==> config.mk <==
export PLATFORM = sky130hd
export DESIGN_NAME = viterbi_decoder_flat
export DESIGN_NICKNAME = d
export VERILOG_FILES = /design/src/rtl/viterbi_pkg.sv /design/src/rtl/viterbi_decoder_if.sv /design/src/rtl/viterbi_acs_unit.sv /design/src/rtl/viterbi_decoder.sv /design/src/flat_wrapper.sv
export SDC_FILE = /design/constraint.sdc
export NUM_CORES = 1
export LEC_CHECK = 0
export ABC_AREA = 1
export BUFFER_PORTS_ARGS = -buffer_cell sky130_fd_sc_hd__buf_2
export CAP_MARGIN = 20
export CORE_MARGIN = 10
export CORE_UTILIZATION = 65
export CTS_CLUSTER_SIZE = 16
export DETAILED_ROUTE_END_ITERATION = 8
export PLACE_DENSITY = 0.89
export REMOVE_ABC_BUFFERS = 1
export SYNTH_ARGS = -nofsm -noshare
export SYNTH_HDL_FRONTEND = slang
export SYNTH_SLANG_ARGS = --single-unit
==> constraint.sdc <==
create_clock -name clk -period 7.1 [get_ports clk]
set_input_delay 0.71 -clock clk [delete_from_list [all_inputs] [get_ports clk]]
set_output_delay 0.71 -clock clk [all_outputs]
set_load 0.05 [all_outputs]
==> src/rtl/viterbi_pkg.sv <==
// Shared definitions for the hard-decision Viterbi decoder.
//   M, NS     : state bits / state count for the default constraint length
//   state_t   : decoder phase (S_ACS, S_TB, S_OUT)
//   exp_sym   : expected encoder symbol {y0,y1} for predecessor p and input b
//   sat_add   : unsigned add that saturates at the all-ones value of w bits
package viterbi_pkg;

  localparam int K_DEFAULT = 3;
  localparam int M         = K_DEFAULT - 1;
  localparam int NS        = 1 << M;
  localparam int SAT_W     = 16;

  typedef enum logic [1:0] {
    S_ACS = 2'd0,
    S_TB  = 2'd1,
    S_OUT = 2'd2
  } state_t;

  // The shift register is {p,b}: b is the newest bit in the LSB. Upper bits
  // of p beyond the real state width must be zero.
  function automatic logic [1:0] exp_sym(input logic [7:0] p, input logic b,
                                         input logic [7:0] g0, input logic [7:0] g1);
    logic [8:0] sr;
    sr = {p, b};
    return {^(sr & {1'b0, g0}), ^(sr & {1'b0, g1})};
  endfunction

  function automatic logic [SAT_W-1:0] sat_add(input logic [SAT_W-1:0] a,
                                               input logic [SAT_W-1:0] b,
                                               input int w);
    logic [SAT_W:0] sum;
    logic [SAT_W:0] lim;
    sum = {1'b0, a} + {1'b0, b};
    lim = ((SAT_W+1)'(1) << w) - (SAT_W+1)'(1);
    return (sum > lim) ? lim[SAT_W-1:0] : sum[SAT_W-1:0];
  endfunction

endpackage

==> src/rtl/viterbi_decoder_if.sv <==
// Symbol-in / bit-out handshake bundle for viterbi_decoder.
//   sym_in[1:0], sym_valid, sym_ready : received symbols {y0,y1}
//   bit_out, bit_valid, bit_ready     : decoded data bits
//   frame_done                        : pulse on the last data bit transfer
// master = upstream/downstream environment, slave = decoder.
interface viterbi_decoder_if;
  logic [1:0] sym_in;
  logic       sym_valid;
  logic       sym_ready;
  logic       bit_out;
  logic       bit_valid;
  logic       bit_ready;
  logic       frame_done;

  modport master (
    output sym_in, sym_valid, bit_ready,
    input  sym_ready, bit_out, bit_valid, frame_done
  );

  modport slave (
    input  sym_in, sym_valid, bit_ready,
    output sym_ready, bit_out, bit_valid, frame_done
  );
endinterface

==> src/rtl/viterbi_acs_unit.sv <==
// One add-compare-select half-butterfly for a single next state.
//   pm0/bm0 : path and branch metric via predecessor x=0
//   pm1/bm1 : path and branch metric via predecessor x=1
//   pm_new  : surviving saturated metric
//   dec     : 1 when predecessor x=1 wins (ties keep x=0)
module viterbi_acs_unit
  import viterbi_pkg::*;
#(
  parameter int PM_W = 8
) (
  input  logic [PM_W-1:0] pm0,
  input  logic [PM_W-1:0] pm1,
  input  logic [1:0]      bm0,
  input  logic [1:0]      bm1,
  output logic [PM_W-1:0] pm_new,
  output logic            dec
);

  logic [SAT_W-1:0] cand0;
  logic [SAT_W-1:0] cand1;

  assign cand0  = sat_add(SAT_W'(pm0), SAT_W'(bm0), PM_W);
  assign cand1  = sat_add(SAT_W'(pm1), SAT_W'(bm1), PM_W);
  // Strict less-than so that equal metrics resolve to x=0.
  assign dec    = (cand1 < cand0);
  assign pm_new = dec ? cand1[PM_W-1:0] : cand0[PM_W-1:0];

endmodule

==> src/rtl/viterbi_decoder.sv <==
// Hard-decision Viterbi decoder for a zero-terminated rate-1/2 convolutional
// frame (FRAME_LEN data symbols + K-1 tail symbols).
//   clk, rst     : clock, synchronous active-high reset
//   bus (slave)  : sym_in/sym_valid/sym_ready in, bit_out/bit_valid/bit_ready
//                  out, frame_done pulse on the last bit transfer
//   pm_out       : final PM[0] of the last frame (only with VITERBI_PM_OUT_EN)
// Optional feature macro: VITERBI_PM_OUT_EN adds the pm_out port and its latch.
// Phases: S_ACS accepts one symbol per cycle and updates all path metrics,
// S_TB walks the survivor array back from state 0 one step per cycle,
// S_OUT streams the buffered bits, oldest first.
module viterbi_decoder
  import viterbi_pkg::*;
#(
  parameter int         K         = 3,
  parameter logic [7:0] G0_OCT    = 8'o07,
  parameter logic [7:0] G1_OCT    = 8'o05,
  parameter int         FRAME_LEN = 16,
  parameter int         PM_W      = 8
) (
  input  logic             clk,
  input  logic             rst,
  viterbi_decoder_if.slave bus
`ifdef VITERBI_PM_OUT_EN
  ,
  output logic [PM_W-1:0]  pm_out
`endif
);

  localparam int ST_BITS = K - 1;
  localparam int N_ST    = 1 << ST_BITS;
  localparam int STEPS   = FRAME_LEN + ST_BITS;
  localparam int STEP_W  = $clog2(STEPS);
  localparam int IDX_W   = (FRAME_LEN > 1) ? $clog2(FRAME_LEN) : 1;

  localparam logic [STEP_W-1:0] LAST_STEP  = STEP_W'(STEPS - 1);
  localparam logic [STEP_W-1:0] FRAME_STEP = STEP_W'(FRAME_LEN);
  localparam logic [IDX_W-1:0]  LAST_IDX   = IDX_W'(FRAME_LEN - 1);
  localparam logic [PM_W-1:0]   PM_MAX     = '1;

  state_t               state_reg;
  logic [STEP_W-1:0]    step_reg;
  logic [PM_W-1:0]      pm_reg  [N_ST];
  logic [PM_W-1:0]      pm_next [N_ST];
  logic [N_ST-1:0]      dec_vec;
  logic [N_ST-1:0]      surv_reg [STEPS];
  logic [FRAME_LEN-1:0] out_buf_reg;
  logic [ST_BITS-1:0]   tb_state_reg;
  logic [ST_BITS-1:0]   tb_state_next;
  logic [IDX_W-1:0]     idx_reg;
  logic                 sym_ready_reg;
  logic                 bit_valid_reg;
  logic                 bit_out_reg;
  logic                 sym_fire;
  logic                 bit_fire;
  logic                 tb_dec;
`ifdef VITERBI_PM_OUT_EN
  logic [PM_W-1:0]      pm_out_reg;
`endif

  assign sym_fire = sym_ready_reg && bus.sym_valid;
  assign bit_fire = bit_valid_reg && bus.bit_ready;

  // ACS array: next state gi is reached from {x, gi[M-1:1]} with input gi[0].
  for (genvar gi = 0; gi < N_ST; gi++) begin : g_acs
    localparam int         P0     = gi >> 1;
    localparam int         P1     = (1 << (ST_BITS - 1)) | (gi >> 1);
    localparam logic       IN_BIT = ((gi % 2) == 1);
    localparam logic [1:0] EXP0   = exp_sym(8'(P0), IN_BIT, G0_OCT, G1_OCT);
    localparam logic [1:0] EXP1   = exp_sym(8'(P1), IN_BIT, G0_OCT, G1_OCT);

    logic [1:0] diff0;
    logic [1:0] diff1;
    logic [1:0] bm0;
    logic [1:0] bm1;

    assign diff0 = bus.sym_in ^ EXP0;
    assign diff1 = bus.sym_in ^ EXP1;
    assign bm0   = {1'b0, diff0[1]} + {1'b0, diff0[0]};
    assign bm1   = {1'b0, diff1[1]} + {1'b0, diff1[0]};

    viterbi_acs_unit #(.PM_W(PM_W)) u_acs (
      .pm0    (pm_reg[P0]),
      .pm1    (pm_reg[P1]),
      .bm0    (bm0),
      .bm1    (bm1),
      .pm_new (pm_next[gi]),
      .dec    (dec_vec[gi])
    );
  end

  // Traceback: the stored decision is the oldest state bit of the predecessor.
  assign tb_dec        = surv_reg[step_reg][tb_state_reg];
  assign tb_state_next = ST_BITS'({tb_dec, tb_state_reg} >> 1);

  always_ff @(posedge clk) begin
    if (rst) begin
      state_reg     <= S_ACS;
      step_reg      <= '0;
      tb_state_reg  <= '0;
      idx_reg       <= '0;
      sym_ready_reg <= 1'b1;
      bit_valid_reg <= 1'b0;
      bit_out_reg   <= 1'b0;
      for (int i = 0; i < N_ST; i++) begin
        pm_reg[i] <= (i == 0) ? '0 : PM_MAX;
      end
`ifdef VITERBI_PM_OUT_EN
      pm_out_reg    <= '0;
`endif
    end else begin
      case (state_reg)
        S_ACS: begin
          if (sym_fire) begin
            surv_reg[step_reg] <= dec_vec;
            for (int i = 0; i < N_ST; i++) begin
              pm_reg[i] <= pm_next[i];
            end
            if (step_reg == LAST_STEP) begin
              // step_reg stays at STEPS-1: it is the first traceback index.
              state_reg     <= S_TB;
              sym_ready_reg <= 1'b0;
              tb_state_reg  <= '0;
`ifdef VITERBI_PM_OUT_EN
              pm_out_reg    <= pm_next[0];
`endif
            end else begin
              step_reg <= step_reg + 1'b1;
            end
          end
        end

        S_TB: begin
          // Tail steps carry no data; only steps below FRAME_LEN are stored.
          if (step_reg < FRAME_STEP) begin
            out_buf_reg[step_reg[IDX_W-1:0]] <= tb_state_reg[0];
          end
          tb_state_reg <= tb_state_next;
          if (step_reg == '0) begin
            state_reg     <= S_OUT;
            idx_reg       <= '0;
            bit_valid_reg <= 1'b1;
            // Bit 0 is being written this cycle, so present it directly.
            bit_out_reg   <= tb_state_reg[0];
          end else begin
            step_reg <= step_reg - 1'b1;
          end
        end

        S_OUT: begin
          if (bit_fire) begin
            if (idx_reg == LAST_IDX) begin
              state_reg     <= S_ACS;
              bit_valid_reg <= 1'b0;
              sym_ready_reg <= 1'b1;
              step_reg      <= '0;
              for (int i = 0; i < N_ST; i++) begin
                pm_reg[i] <= (i == 0) ? '0 : PM_MAX;
              end
            end else begin
              idx_reg     <= idx_reg + 1'b1;
              bit_out_reg <= out_buf_reg[idx_reg + 1'b1];
            end
          end
        end

        default: state_reg <= S_ACS;
      endcase
    end
  end

  assign bus.sym_ready  = sym_ready_reg;
  assign bus.bit_valid  = bit_valid_reg;
  assign bus.bit_out    = bit_out_reg;
  // Same-cycle pulse: it marks the transfer itself, not the cycle after.
  assign bus.frame_done = bit_fire && (idx_reg == LAST_IDX);

`ifdef VITERBI_PM_OUT_EN
  assign pm_out = pm_out_reg;
`endif

endmodule
==> src/flat_wrapper.sv <==
// flat-port wrapper written by rule: the top's interface ports become plain ports
module viterbi_decoder_flat import viterbi_pkg::*;
#(
  parameter int         K         = 3,
  parameter logic [7:0] G0_OCT    = 8'o07,
  parameter logic [7:0] G1_OCT    = 8'o05,
  parameter int         FRAME_LEN = 16,
  parameter int         PM_W      = 8
)
  (clk, rst, bus_sym_in, bus_sym_valid, bus_bit_ready, bus_sym_ready, bus_bit_out, bus_bit_valid, bus_frame_done);
  viterbi_decoder_if bus_i ();
  input  logic clk;
  input  logic rst;
  input wire logic [$bits(bus_i.sym_in)-1:0] bus_sym_in;
  input wire logic [$bits(bus_i.sym_valid)-1:0] bus_sym_valid;
  input wire logic [$bits(bus_i.bit_ready)-1:0] bus_bit_ready;
  output wire logic [$bits(bus_i.sym_ready)-1:0] bus_sym_ready;
  output wire logic [$bits(bus_i.bit_out)-1:0] bus_bit_out;
  output wire logic [$bits(bus_i.bit_valid)-1:0] bus_bit_valid;
  output wire logic [$bits(bus_i.frame_done)-1:0] bus_frame_done;
  assign bus_i.sym_in = bus_sym_in;
  assign bus_i.sym_valid = bus_sym_valid;
  assign bus_i.bit_ready = bus_bit_ready;
  assign bus_sym_ready = bus_i.sym_ready;
  assign bus_bit_out = bus_i.bit_out;
  assign bus_bit_valid = bus_i.bit_valid;
  assign bus_frame_done = bus_i.frame_done;
  viterbi_decoder #(.K(K), .G0_OCT(G0_OCT), .G1_OCT(G1_OCT), .FRAME_LEN(FRAME_LEN), .PM_W(PM_W)) u_core (.clk(clk), .rst(rst), .bus(bus_i));
endmodule
==> results.tsv <==
metric	value	unit
status	finished clean	
cts_buffers	17	
r2r-end	u_core.surv_reg[17][0]$_DFFE_PP_	
antenna_found_initial	0	
io_pins	10	
avgSynthCellArea	8.08	um2
hold_class	flop to flop	
syn_inst	1102	
drtIter0Drc	833	
yosys.cell_types.count	43	
clockBufferDepth	2	
arrival	4040	ps
grt_use_total	22.2	%
start_util	66.7	%
clk_latency	430	ps
synth_top_area_share	35.1	%
postCtsSetupBuffers	0	
synth_edf_count	104	
endpoint_kind	flop	
criticalPathCategory	input port to flop	
synth.area.top_cells	edfxtp_1 35%, dfxtp_1 8.3%, nand2_1 8.3%	
drive_above_1_share	11.8	%
drt_wl_total	19700	um
p_per_area	396	nW/um2
worstMarginPinSlew	603	ps
dp_slack	2610	ps
area_growth	8.80	%
cts-root-buf	clkbuf_16	
grt.overflow.total	0	
multiInputGateArea	4370	um2
core_area	13300	um2
relSlewSlack	59.7	%
grt_pass1_vias	7054	
vias	7393	
synth.top_cells.by_count	196 x nand2_1, 186 x nor2_1, 134 x inv_1, 104 x edfxtp_1, 87 x nand3_1	
ctsResizeCount	0	
setup_tns	0	ps
post-route-min-period	3890	ps
rsz0062_at_grt	no	
cp_max_fo	18	
clkTransAtPathRegs	60	ps
post-route-period-util	54.9	%
p_leak	4.24	nW
place_congestion	0.945	
r2r_cells	18	
rows	42	
finalHoldViolCount	0	
cp_slowest_cell	inv_1	
cp_slowest_stage_delay	430	ps
crit_path_start	bus_sym_in[0]	
dp.final_hpwl	14000	um
layout.nets	1181	
n_fill_cell	948	
synth.largest_area_cell	edfxtp_1	
die_h	137	um
cts_tree	yes	
endpoint	u_core.surv_reg[17][0]$_DFFE_PP_	
portBuffers	9	
syn-cell-area	8900	um2
die_x	137	um
ant_nets	0	
async_flop_share	0	%
seq_area_frac_synth	43.4	%
grt_pass1_wl	33200	um
setup_viol	0	
die_area	18800	um2
grt_start_max_net_pins	39	
start_kind	input port	
synth-seq-cells	141	
h-tree-depth	4	
finalClockSkew	10.6	ps
r2r_slack	3680	ps
setup_slack	3210	ps
wl_per_cell	15.1	um
synth_flop_cell	edfxtp_1	
yosysMostFrequentCell	nand2_1	
power.total	3.84	mW
maxCapViolCount	0	
seqCellArea	3860	um2
r2r-start	u_core.pm_reg[2][1]$_SDFFCE_PN1P_	
cp_cell_sequence	buf_2 > inv_1 > ha_1 > ha_1 > ha_1 > inv_1 > nand2_1 > nand2_1 > nor2_2 > nand2_4 > o21ai_0 > a21oi_1 > inv_1 > ha_1 > a21oi_1 > nor2_1 > a211oi_1 > nand2_2 > nand2_4 > nand2_8 > inv_1	
antenna_cells	0	
yosys_warnings	0	
routed_via_density	5.66	
drtPass1Iterations	5	
largest_reg_flops	72	
hold_buffers	0	
slew_viol_final	0	
required	7250	ps
fmax	0.257	GHz
peakVddDrop	268	uV
drc	0	
clock_sinks	141	
## metrics by stage
stage | area, um2 | hold WS, ps | instances | util [%]
floorplan | 8790 | 433 | 1086 | -
global placement | 9080 | 446 | 1274 | 68.1
CTS | 9680 | 459 | 1306 | 72.5
finish | 9680 | 458 | 1307 | 72.5
global route | 9680 | 487 | 1307 | 72.5
detailed placement | 9080 | 449 | 1274 | 68.1
## how the worst min path moves through the flow
stage                                      from                          endpoint  slack (ps)  cells past startpoint
5_1_grt         u_core.bus.bit_out$_SDFFE_PP0P_   u_core.bus.bit_out$_SDFFE_PP0P_         490                      2
3_5_place_dp   u_core.pm_reg[0][0]$_SDFFE_PP0P_  u_core.pm_reg[0][0]$_SDFFE_PP0P_         450                      2
3_3_place_gp   u_core.pm_reg[0][0]$_SDFFE_PP0P_  u_core.pm_reg[0][0]$_SDFFE_PP0P_         450                      2
4_1_cts        u_core.pm_reg[0][0]$_SDFFE_PP0P_  u_core.pm_reg[0][0]$_SDFFE_PP0P_         460                      2
6_report       u_core.pm_reg[0][0]$_SDFFE_PP0P_  u_core.pm_reg[0][0]$_SDFFE_PP0P_         460                      2
2_1_floorplan  u_core.pm_reg[0][0]$_SDFFE_PP0P_  u_core.pm_reg[0][0]$_SDFFE_PP0P_         430                      2
## where the power goes
| part | leakage [nW] | internal, mW | switching [mW] | total [mW] |
|---|---|---|---|---|
| Clock | 0.290 | 0.533 | 0.336 | 0.869 |
| Combinational | 2.72 | 0.626 | 1.17 | 1.80 |
| Sequential | 1.24 | 1.07 | 0.108 | 1.17 |
## cells by family (layout without fill, tap and decap cells)
group | after synthesis | after routing | share of synthesized area (%)
DFF | 141 | 141 | 43.4
AOI/OAI and AO/OA | 151 | 151 | 9.70
other | 2 | 8 | 0.0844
xor gates and xnor gates | 24 | 24 | 2.36
muxes | 4 | 4 | 0.450
buffers and inverters | 172 | 195 | 7.76
adders and majority gates | 57 | 57 | 8.10
and+or+nand+nor | 551 | 551 | 28.1
## cell usage in the layout, fill, tap and decap left out, types with 35 or more instances in the layout
| cell | instances |
|---|---|
| nand2_1 | 196 |
| inv_1 | 134 |
| nand2_2 | 35 |
| o21ai_0 | 60 |
| nand3_1 | 87 |
| dfxtp_1 | 37 |
| nor2_1 | 185 |
| ha_1 | 56 |
| a21oi_1 | 46 |
| edfxtp_1 | 104 |
## critical path: cells and delay by family
family | cells | cell delay [ps]
adder cells (fa/ha/maj) | 4 | 1150
buffers and inverters | 5 | 800
AND/OR/NAND/NOR | 8 | 750
AO/OA/AOI/OAI | 4 | 650
## layout make-up
class | count | area share [%]
Multi-Input combinational cell | 795 | 45.1
Sequential cell | 141 | 39.9
Inverter | 150 | 5.81
Clock buffer | 26 | 5.62
Tap cell | 176 | 2.27
Timing Repair Buffer | 13 | 0.775
Clock inverter | 6 | 0.478
## routing by layer
metal  GRT usage (%)  share of wire, %  up-vias
li1                -                 -     3644
met1            26.5                40     3356
met2            38.1                51      336
met3            4.14               6.4       57
met4            9.66               2.9        0
met5               0                 0        -
(Power assumes the default switching activity.)
